[config.mk]
export PLATFORM = sky130hd
export DESIGN_NAME = analog_pad_arbiter_flat
export DESIGN_NICKNAME = d
export VERILOG_FILES = /design/src/rtl/analog_pad_arbiter_if.sv /design/src/rtl/analog_pad_arbiter.sv /design/src/flat_wrapper.sv
export SDC_FILE = /design/constraint.sdc
export NUM_CORES = 1
export LEC_CHECK = 0
export ABC_CLOCK_PERIOD_IN_PS = 2420
export BUFFER_PORTS_ARGS = -buffer_cell sky130_fd_sc_hd__buf_2
export CAP_MARGIN = 40
export CORE_ASPECT_RATIO = 1.1
export CORE_MARGIN = 3
export CORE_UTILIZATION = 57
export DETAILED_ROUTE_END_ITERATION = 8
export PLACE_DENSITY_LB_ADDON = 0.2
export SYNTH_ARGS = -nofsm -noshare
export SYNTH_HDL_FRONTEND = slang
export SYNTH_SLANG_ARGS = --single-unit
[constraint.sdc]
create_clock -name pclk -period 2.42 [get_ports pclk]
set_input_delay 0.121 -clock pclk [delete_from_list [all_inputs] [get_ports pclk]]
set_output_delay 0.121 -clock pclk [all_outputs]
set_load 0.05 [all_outputs]
[src/rtl/analog_pad_arbiter_if.sv]
// Signal bundle between the analog requesters and the pad arbiter.
// The requester side is the master; the arbiter is the slave.
interface analog_pad_arbiter_if #(
    parameter int N_REQ = 4
);
    localparam int OW = (N_REQ > 1) ? $clog2(N_REQ) : 1;

    logic [N_REQ-1:0] req;
    logic [N_REQ-1:0] sw_en;
    logic [N_REQ-1:0] gnt;
    logic [OW-1:0]    owner;
    logic             busy;

    modport master (output req, input sw_en, gnt, owner, busy);
    modport slave  (input req, output sw_en, gnt, owner, busy);
endinterface

[src/rtl/analog_pad_arbiter.sv]
// Round-robin arbiter for a shared analog pad with break-before-make switch
// sequencing: settle interval before grant, guaranteed open interval after release.
module analog_pad_arbiter #(
    parameter int N_REQ         = 4,
    parameter int SETTLE_CYCLES = 8,
    parameter int BREAK_CYCLES  = 2,
    parameter int CNT_W         = 8
) (
    input  logic                 pclk,
    input  logic                 preset,
    analog_pad_arbiter_if.slave  pad
);
    localparam int                OW          = (N_REQ > 1) ? $clog2(N_REQ) : 1;
    localparam logic [CNT_W-1:0]  SETTLE_LOAD = CNT_W'(SETTLE_CYCLES - 1);
    localparam logic [CNT_W-1:0]  BREAK_LOAD  = CNT_W'(BREAK_CYCLES - 1);
    localparam logic [OW-1:0]     PTR_RESET   = OW'(N_REQ - 1);

    typedef enum logic [1:0] {IDLE, SETTLE, OWN, BREAK} state_t;

    state_t           state_q, state_d;
    logic [OW-1:0]    owner_q, owner_d;
    logic [OW-1:0]    ptr_q, ptr_d;
    logic [CNT_W-1:0] cnt_q, cnt_d;
    logic [N_REQ-1:0] sw_en_q, sw_en_d;
    logic [N_REQ-1:0] gnt_q, gnt_d;
    logic             busy_q, busy_d;
    logic [OW-1:0]    winner;
    logic [OW-1:0]    idx;
    logic             found;

    // Search starts just after the last winner, so it has lowest priority next round.
    always_comb begin
        winner = ptr_q;
        found  = 1'b0;
        idx    = '0;
        for (int i = 1; i <= N_REQ; i++) begin
            idx = OW'((int'(ptr_q) + i) % N_REQ);
            if (!found && pad.req[idx]) begin
                winner = idx;
                found  = 1'b1;
            end
        end
    end

    always_comb begin
        // NOTE: every output of this block is given a default first, so no path
        // through the case can leave a variable unassigned and infer a latch.
        state_d = state_q;
        owner_d = owner_q;
        ptr_d   = ptr_q;
        cnt_d   = cnt_q;
        sw_en_d = sw_en_q;
        gnt_d   = gnt_q;

        case (state_q)
            IDLE: begin
                sw_en_d = '0;
                gnt_d   = '0;
                if (|pad.req) begin
                    owner_d = winner;
                    ptr_d   = winner;
                    sw_en_d = N_REQ'(1) << winner;
                    cnt_d   = SETTLE_LOAD;
                    state_d = SETTLE;
                end
            end
            SETTLE: begin
                if (!pad.req[owner_q]) begin
                    // Requester gave up before settling: open without granting.
                    sw_en_d = '0;
                    cnt_d   = BREAK_LOAD;
                    state_d = BREAK;
                end else if (cnt_q == '0) begin
                    gnt_d   = N_REQ'(1) << owner_q;
                    state_d = OWN;
                end else begin
                    cnt_d = cnt_q - CNT_W'(1);
                end
            end
            OWN: begin
                if (!pad.req[owner_q]) begin
                    sw_en_d = '0;
                    gnt_d   = '0;
                    cnt_d   = BREAK_LOAD;
                    state_d = BREAK;
                end
            end
            BREAK: begin
                if (cnt_q == '0) state_d = IDLE;
                else             cnt_d   = cnt_q - CNT_W'(1);
            end
            default: state_d = IDLE;
        endcase

        busy_d = (state_d != IDLE);
    end

    // NOTE: state registers use non-blocking assignments so every flop samples
    // the pre-edge values regardless of statement order.
    always_ff @(posedge pclk or posedge preset) begin
        if (preset) begin
            state_q <= IDLE;
            owner_q <= '0;
            ptr_q   <= PTR_RESET;
            cnt_q   <= '0;
            sw_en_q <= '0;
            gnt_q   <= '0;
            busy_q  <= 1'b0;
        end else begin
            state_q <= state_d;
            owner_q <= owner_d;
            ptr_q   <= ptr_d;
            cnt_q   <= cnt_d;
            sw_en_q <= sw_en_d;
            gnt_q   <= gnt_d;
            busy_q  <= busy_d;
        end
    end

    assign pad.sw_en = sw_en_q;
    assign pad.gnt   = gnt_q;
    assign pad.owner = owner_q;
    assign pad.busy  = busy_q;
endmodule

[src/flat_wrapper.sv]
// flat-port wrapper written by rule: the top's interface ports become plain ports
module analog_pad_arbiter_flat 
#(
    parameter int N_REQ         = 4,
    parameter int SETTLE_CYCLES = 8,
    parameter int BREAK_CYCLES  = 2,
    parameter int CNT_W         = 8
)
  (pclk, preset, pad_req, pad_sw_en, pad_gnt, pad_owner, pad_busy);
  analog_pad_arbiter_if #(.N_REQ(N_REQ)) pad_i ();
  input  logic pclk;
  input  logic preset;
  input wire logic [$bits(pad_i.req)-1:0] pad_req;
  output wire logic [$bits(pad_i.sw_en)-1:0] pad_sw_en;
  output wire logic [$bits(pad_i.gnt)-1:0] pad_gnt;
  output wire logic [$bits(pad_i.owner)-1:0] pad_owner;
  output wire logic [$bits(pad_i.busy)-1:0] pad_busy;
  assign pad_i.req = pad_req;
  assign pad_sw_en = pad_i.sw_en;
  assign pad_gnt = pad_i.gnt;
  assign pad_owner = pad_i.owner;
  assign pad_busy = pad_i.busy;
  analog_pad_arbiter #(.N_REQ(N_REQ), .SETTLE_CYCLES(SETTLE_CYCLES), .BREAK_CYCLES(BREAK_CYCLES), .CNT_W(CNT_W)) u_core (.pclk(pclk), .preset(preset), .pad(pad_i));
endmodule
* Word level (Yosys, flattened, before mapping) *
Cells that the tools add are included.

word-level totals
  flip-flop bits (word level) = 23
  input bits = 6
  output and inout bits = 11
  logic and storage cells = 78

cells by class
  order comparisons = 5
  add/sub/neg operators = 5
  eq/ne operators = 8
  reductions and logical operators = 17
  mux-type cells = 34
  shift-type cells = 2

operators by type and width
  kind                                                        number
  two-way mux 8 bit                                           4
  case mux 8 bit (4 select lines)                             1
  two-way mux 2 bit                                           9
  two-way mux 4 bit                                           4
  less-than comparator 2 x 3 -> 1 bit, second input constant  5
  case mux 4 bit (3 select lines)                             1
  binary-select mux 1 bit (select 2 bit)                      5
  logical NOT 8 bit                                           1
  two-way mux 1 bit                                           8
  case mux 2 bit (4 select lines)                             1
  case mux 4 bit (2 select lines)                             1
  << shifter 1 x 2 -> 4 bit, first input constant             2
  subtractor 8 x 1 -> 8 bit, second input constant            1
  inequality test 2 x 1 -> 1 bit, second input constant       3
  AND reduction 2 bit                                         3
  adder 2 x 1 -> 2 bit, second input constant                 2
  adder 2 bit, second input constant                          2
  equality test 2 bit, second input constant                  2
  inequality test 2 bit, second input constant                2
  AND reduction 4 bit                                         1
  nonzero test 2 bit                                          2
  OR reduction 4 bit                                          1
  logical AND 1 bit                                           3
  logical NOT 1 bit                                           3
  other kinds (4)                                             4

* Longest topological paths before layout *
Gate-level depths: netlist of run 1.

  word-level depth = 16
  gate-level depth with buffers = 8
  depth with buffers taken out = 6

* Least setup slack after synthesis of run 1 *
OpenSTA, ideal clock, no wires.

  path type = reg-to-reg
  from = register u_core.owner_q[0] (netlist: u_core.pad.owner[0])
  to = register u_core.gnt_q[0] (netlist: u_core.pad.gnt[0])
  data arrival time = 2295 ps
  library setup time = 125 ps
  period minus slack after synthesis = 2420 ps
  stages on the path, launching flop included = 6
  path slack = 0 ps
  required time = 2295 ps
  buffers on the path = 1
  cells stage by stage = dfrtp_1 > mux4_2 > and2_4 > or3_1 > buf_6 > mux2_4

on the way
  word-level cells in the longest chain between the ends = 4
  elaborated cells between the ends (all ways) = 9
  those cells by class = eq/ne: 2; shift: 1; mux: 5; reduce/logical: 1

RTL lines
  what                                                                                        line                                                                          RTL
  from (decl)                                                                                 analog_pad_arbiter.sv:21                                                      logic [OW-1:0] owner_q, owner_d;
  from (signal assigned)                                                                      analog_pad_arbiter.sv:111                                                     owner_q <= owner_d;
  binary-select mux 1 bit (select 2 bit) / << shifter 1 x 2 -> 4 bit (equally long branches)  analog_pad_arbiter.sv:68, analog_pad_arbiter.sv:81, analog_pad_arbiter.sv:74
  two-way mux 1 bit (implied by the code) / two-way mux 4 bit (equally long branches)         analog_pad_arbiter.sv:68, analog_pad_arbiter.sv:81, analog_pad_arbiter.sv:73
  inequality test 2 x 1 -> 1 bit (no line) (tied with other cells)                            n/a
  AND reduction 4 bit (no line) / case mux 4 bit (3 select lines) (equally long branches)     n/a
  to (signal assigned)                                                                        analog_pad_arbiter.sv:115                                                     gnt_q <= gnt_d;
  to (decl)                                                                                   analog_pad_arbiter.sv:25                                                      logic [N_REQ-1:0] gnt_q, gnt_d;

Several ways; a longest one is shown, not always the timed one. The select of a mux whose other input is x is not followed.
A chain may end at the register's enable or synchronous reset.

* Worst setup path in the final report of run 1 *
Same ends and word-level chain as after synthesis.

==> results of run 1 <==
flip-flops by register name, summed over array words and instances (netlist names):
signal	count
u_core.cnt_q	8
u_core.pad.busy	1
u_core.pad.gnt	4
u_core.pad.owner	2
u_core.pad.sw_en	4
u_core.ptr_q	2
u_core.state_q	2
worst max path at each step:
stage,from,to,slack (ns),cells past startpoint
6_report,u_core.pad.owner[0],u_core.pad.gnt[0],0.26,4
2_1_floorplan,u_core.pad.owner[1],u_core.pad.gnt[0],0.13,6
5_1_grt,u_core.pad.owner[0],u_core.pad.gnt[0],0.19,4
3_3_place_gp,u_core.pad.owner[0],u_core.pad.gnt[3],0.33,4
4_1_cts,u_core.pad.owner[0],u_core.pad.gnt[0],0.26,4
3_5_place_dp,u_core.pad.owner[0],u_core.pad.gnt[0],0.28,4
kinds of logic after synthesis:
group,Yosys count,synth area share (%)
AO/OA/AOI/OAI,49,23.9
AND/OR/NAND/NOR,42,16.4
flip-flops,23,39.8
buffers and inverters,19,5.68
multiplexers,10,9.04
adder cells (fa/ha/maj),6,5.17
placed cells by master, fill, tap and decap left out, types with 3 or more instances in the layout:
cell type  synthesis  routed
mux2_4             3       3
or3_1              4       4
nand2_1           11      11
buf_4              1       3
mux2_2             3       3
nor3_1             3       3
dfrtp_1           21      20
o21ai_0            6       6
buf_2              0      16
nor2_1             6       6
o22ai_1            5       5
a32o_1             5       5
mux2i_1            3       3
a31oi_1            5       5
a21oi_1           10      10
inv_1             13      13
clkbuf_4           0       3
o31ai_1            3       3
ha_1               6       6
metal layers:
metal	track usage [%]	share of wire (%)
met2	33.8	47
met4	13.9	2.6
met1	33.4	45
met3	4.05	5.7
met5	0	0
final cells by class:
cell class              count  area, sq um
multi-input cells         107          792
inverters                  13         48.8
repair buffers             21          140
clock buffers               4         26.3
flip-flops and latches     23          579
fillers                   180          718
well taps                  30         37.5
worst max-delay path, stage by stage (launching register included):
cell     delay (ns)
dfrtp_2        0.45
mux4_2         0.61
and2_4         0.22
or3_1          0.46
mux2_4         0.33
stage by stage:
| stage | std cells | worst slack [ns] | util [%] | cell area (sq um) |
|---|---|---|---|---|
| 2_1_floorplan | 149 | 0.131 | - | 1450 |
| 3_3_place_gp | 192 | 0.330 | 66.6 | 1560 |
| 3_5_place_dp | 193 | 0.281 | 67.8 | 1590 |
| 4_1_cts | 198 | 0.260 | 69.3 | 1620 |
| 5_1_grt | 198 | 0.189 | 69.3 | 1620 |
| 6_report | 198 | 0.260 | 69.3 | 1620 |
what timing repair did:
item                                    4_1_cts  5_1_grt
endpoints found under the setup margin        0        0
hold endpoints to repair                      5        0
hold buffers                                  1        0
==> results.cfg, run 1 <==
[sta]
worst_pin_slew_ns = 0.524
setup_viol = 0
finalSetupTns_ns = 0
skew_ns = 0.00719
min_period_over_period_pct = 89.2
hold_ws_ns = 0.277
clock.fmax_mhz = 463
drv_slew = 0
slew-limit-headroom_pct = 65.0
rsz0062_at_grt = no
period_needed_ns = 2.16
finalHoldViolCount = 0

[place]
numPortBuffers = 16
gp_congestion = 0.801
dp.final_hpwl_mm = 2.40

[critical_path]
cp_max_fo = 9
rr_endpoint = u_core.pad.gnt[0]
crit_required_ns = 2.65
worstPathArrival_ns = 2.39
r2r_slack_ns = 0.26
rr_worst_depth = 4
path_class = reg2reg
end_kind = flip-flop
start_kind = flip-flop
r2r_start = u_core.pad.owner[0]

[die]
die_h_um = 58.9
start_util_pct = 62.0
rows = 18
io_pins = 17
fp.dieW_um = 54.1
die-area_sq_um = 3190
core_sq_um = 2340

[synthesis]
synthFlopType = dfrtp_1
yosysSeqAreaShare_pct = 39.8
synth-edff-count = 0
ys_ff_latch = 23
synthArstFlopShare_pct = 100
syn_nets = 161
synth_area_sq_um = 1450
synth.most_common_cell = dfrtp_1
yosysTopAreaCell = dfrtp_1
postSynthCellCount = 149
ys_warn_count = 0
yosys.area.top_type_share_pct = 36.2
synth.distinct_cells = 49
synthTopCellsByCount = dfrtp_1, inv_1, nand2_1
synth_area_leaders = dfrtp_1, ha_1, dfstp_2
syn_avg_cell_area_sq_um = 9.75

[layout]
diodes = 0
drive_gt1_share_pct = 25.0
syn2layout_area_growth_pct = 11.8
fin_nets = 181

[hold_path]
hp-class = in2async

[clocking]
cts_resized = 0
clkSlewWorstSetupHoldPaths_ns = 0.13
cts_made_buffers = 3
cts_buffer_depth = 2
clockRootBuffer = clkbuf_4
cts.sinks = 23
htreeDepth = 1
insertion_delay_ns = 0.33
cts_tree = done
cts_setup_buffers = 0

[global_routing]
groute.usage.overall_pct = 23.7
grt_antenna_before_repair = 0
grt_max_degree = 19
grt_pass1_vias = 1171
grt_pass1_wl_mm = 5.53
overflow = 0

[route]
via_per_inst = 6.30
drtPass1Iterations = 4
initialDrtViolationCount = 81
wl_per_cell_um = 16.2
drt-total-wl_mm = 3.21
antenna_left = 0
vias = 1248
drc_errors = 0

[job]
maxCapViolations = 0

[status]
status = completed
Power of run 1 is not shown: default switching activity piles up to over one toggle a cycle in this logic, so the estimate is an artifact.
==> run 2: changes to the inputs <==
--- a/config.mk
+++ b/config.mk
@@ -6,5 +6,5 @@
 export NUM_CORES = 1
 export LEC_CHECK = 0
-export ABC_CLOCK_PERIOD_IN_PS = 2420
+export ABC_CLOCK_PERIOD_IN_PS = 2200
 export BUFFER_PORTS_ARGS = -buffer_cell sky130_fd_sc_hd__buf_2
 export CAP_MARGIN = 40
==> constraint.sdc (replaced) <==
create_clock -name pclk -period 2.2 [get_ports pclk]
set_input_delay 0.11 -clock pclk [delete_from_list [all_inputs] [get_ports pclk]]
set_output_delay 0.11 -clock pclk [all_outputs]
set_load 0.005 [all_outputs]
==> run 2 against run 1 <==
  * Via count is 1.0% higher
  * First-iteration DRC count down 22%
  * Routed wire length fell by 2.2%
  * Register-to-register slack got worse by 0.08 ns
  * Flip-flop and latch count stayed put
  * Worst hold slack got worse by 0.0063 ns
  * Core utilization up 0.59 points
  * Critical path type unchanged
==> results.cfg, run 2 (same netlist as run 1, synthesis figures left out) <==
[power]
ir_worst_vdd_uv = 925
p_leak_nw = 0.756
power_density_nw_per_um2 = 1610
power.total_mw = 2.64

[layout]
largest_reg_flops = 8
fillers = 190
multi_input_area_sq_um = 792
fin_nets = 183
final-seq-area_sq_um = 578
final_cell_mix = dfrtp_1, buf_2, inv_1, nand2_1, a21oi_1
syn2layout_area_growth_pct = 12.7
finalInstanceArea_sq_um = 1640
diodes = 0
layout_commonest_cell = dfrtp_1
top_register = u_core.cnt_q
drive_gt1_share_pct = 25.3

[clocking]
cts_hold_buf = 1
cts.sinks = 23
cts_setup_buffers = 0
cts_buffer_depth = 2
cts_resized = 0
clockRootBuffer = clkbuf_4
cts_tree = done
insertion_delay_ns = 0.31
htreeDepth = 1
cts_made_buffers = 3
clkSlewWorstSetupHoldPaths_ns = 0.13

[critical_path]
critical_path.slowest_cell = a221o_1
path_class = reg2reg
crit_chain = inv_1 -> ha_1 -> and2_2 -> a221o_1 -> a21boi_0 -> o32a_2
cp_max_fo = 9
start_kind = flip-flop
end_kind = flip-flop
max_stage_delay_ns = 0.46
crit_required_ns = 2.41
worstPathArrival_ns = 2.23

[global_routing]
grt_antenna_before_repair = 0
grt_pass1_wl_mm = 5.36
overflow = 0
grt_pass1_vias = 1188
grt_max_degree = 19
groute.usage.overall_pct = 22.3

[sta]
clock.fmax_mhz = 494
setup_slack_ns = 0.175
setup_viol = 0
hold_ws_ns = 0.270
finalSetupTns_ns = 0
period_needed_ns = 2.02
min_period_over_period_pct = 92.0
worst_pin_slew_ns = 0.596
rsz0062_at_grt = no
slew-limit-headroom_pct = 59.9
skew_ns = 0.0102
finalHoldViolCount = 0
drv_slew = 0

[die]
io_pins = 17
core_sq_um = 2340
start_util_pct = 62.0
die-area_sq_um = 3190
rows = 18
fp.dieW_um = 54.1
die_h_um = 58.9

[place]
numPortBuffers = 16
gp_congestion = 0.900
post-place-ws_ns = 0.204
dp.final_hpwl_mm = 2.39
dpl_cell_area_sq_um = 1600

[route]
drt-total-wl_mm = 3.14
via_per_inst = 6.31
drc_errors = 0
antenna_left = 0
wl_per_cell_um = 15.7
vias = 1261
drtPass1Iterations = 4
initialDrtViolationCount = 63

[status]
status = completed

[hold_path]
hp-class = in2async

[job]
maxCapViolations = 0
run 2: changes by cell type in the layout (fill, tap and decap cells not counted), sizes merged:
cell | before | now
buf | 20 | 22
run 2: per-stage QoR:
step           utilization, %  instances
2_1_floorplan               -        149
3_3_place_gp             67.2        194
3_5_place_dp             68.4        195
4_1_cts                  69.9        200
5_1_grt                  69.9        200
6_report                 69.9        200
run 2: worst paths after layout:
check	slack [ns]	end	from	cells past startpoint
worst max-delay path	0.18	u_core.cnt_q[1]	u_core.state_q[1]	6
worst min-delay path	0.27	u_core.cnt_q[4]	preset	3
worst min register to register	0.51	u_core.pad.sw_en[3]	u_core.pad.sw_en[3]	1
worst max register to register	0.18	u_core.cnt_q[1]	u_core.state_q[1]	6
max in group asynchronous	1.45	u_core.ptr_q[0]	preset	4
min in group pclk	0.31	u_core.pad.owner[1]	pad_req[2]	3
run 2: cell type report:
type | count | share of cell area (%)
multi-input combinational | 107 | 48.4
sequential | 23 | 35.3
timing repair buffer | 23 | 9.47
inverter | 13 | 2.98
tap | 30 | 2.29
clock buffer | 4 | 1.60
run 2: per-layer routing:
layer	global-route usage, %	vias to the layer above	share of wire (%)
met1	32.1	611	47
met4	7.12	0	0.89
met3	3.29	6	5.8
met5	0	-	0
li1	-	600	-
met2	34.2	44	47
run 2: where the power goes:
group	internal [mW]	total, mW	switching (mW)	leakage (nW)
combinational	0.753	1.63	0.876	0.449
clock	0.0707	0.196	0.125	0.0150
sequential	0.625	0.813	0.187	0.292
total	1.45	2.64	1.19	0.756
run 2: worst max-delay path, delay by kind of cell (launching register included):
kind	cells	cell delay, ns
compound gates	3	0.96
flops	1	0.40
fa+ha+maj	1	0.25
simple gates	1	0.23
buf+inv	1	0.09
No activity file was read; power rests on OpenSTA's default activity.
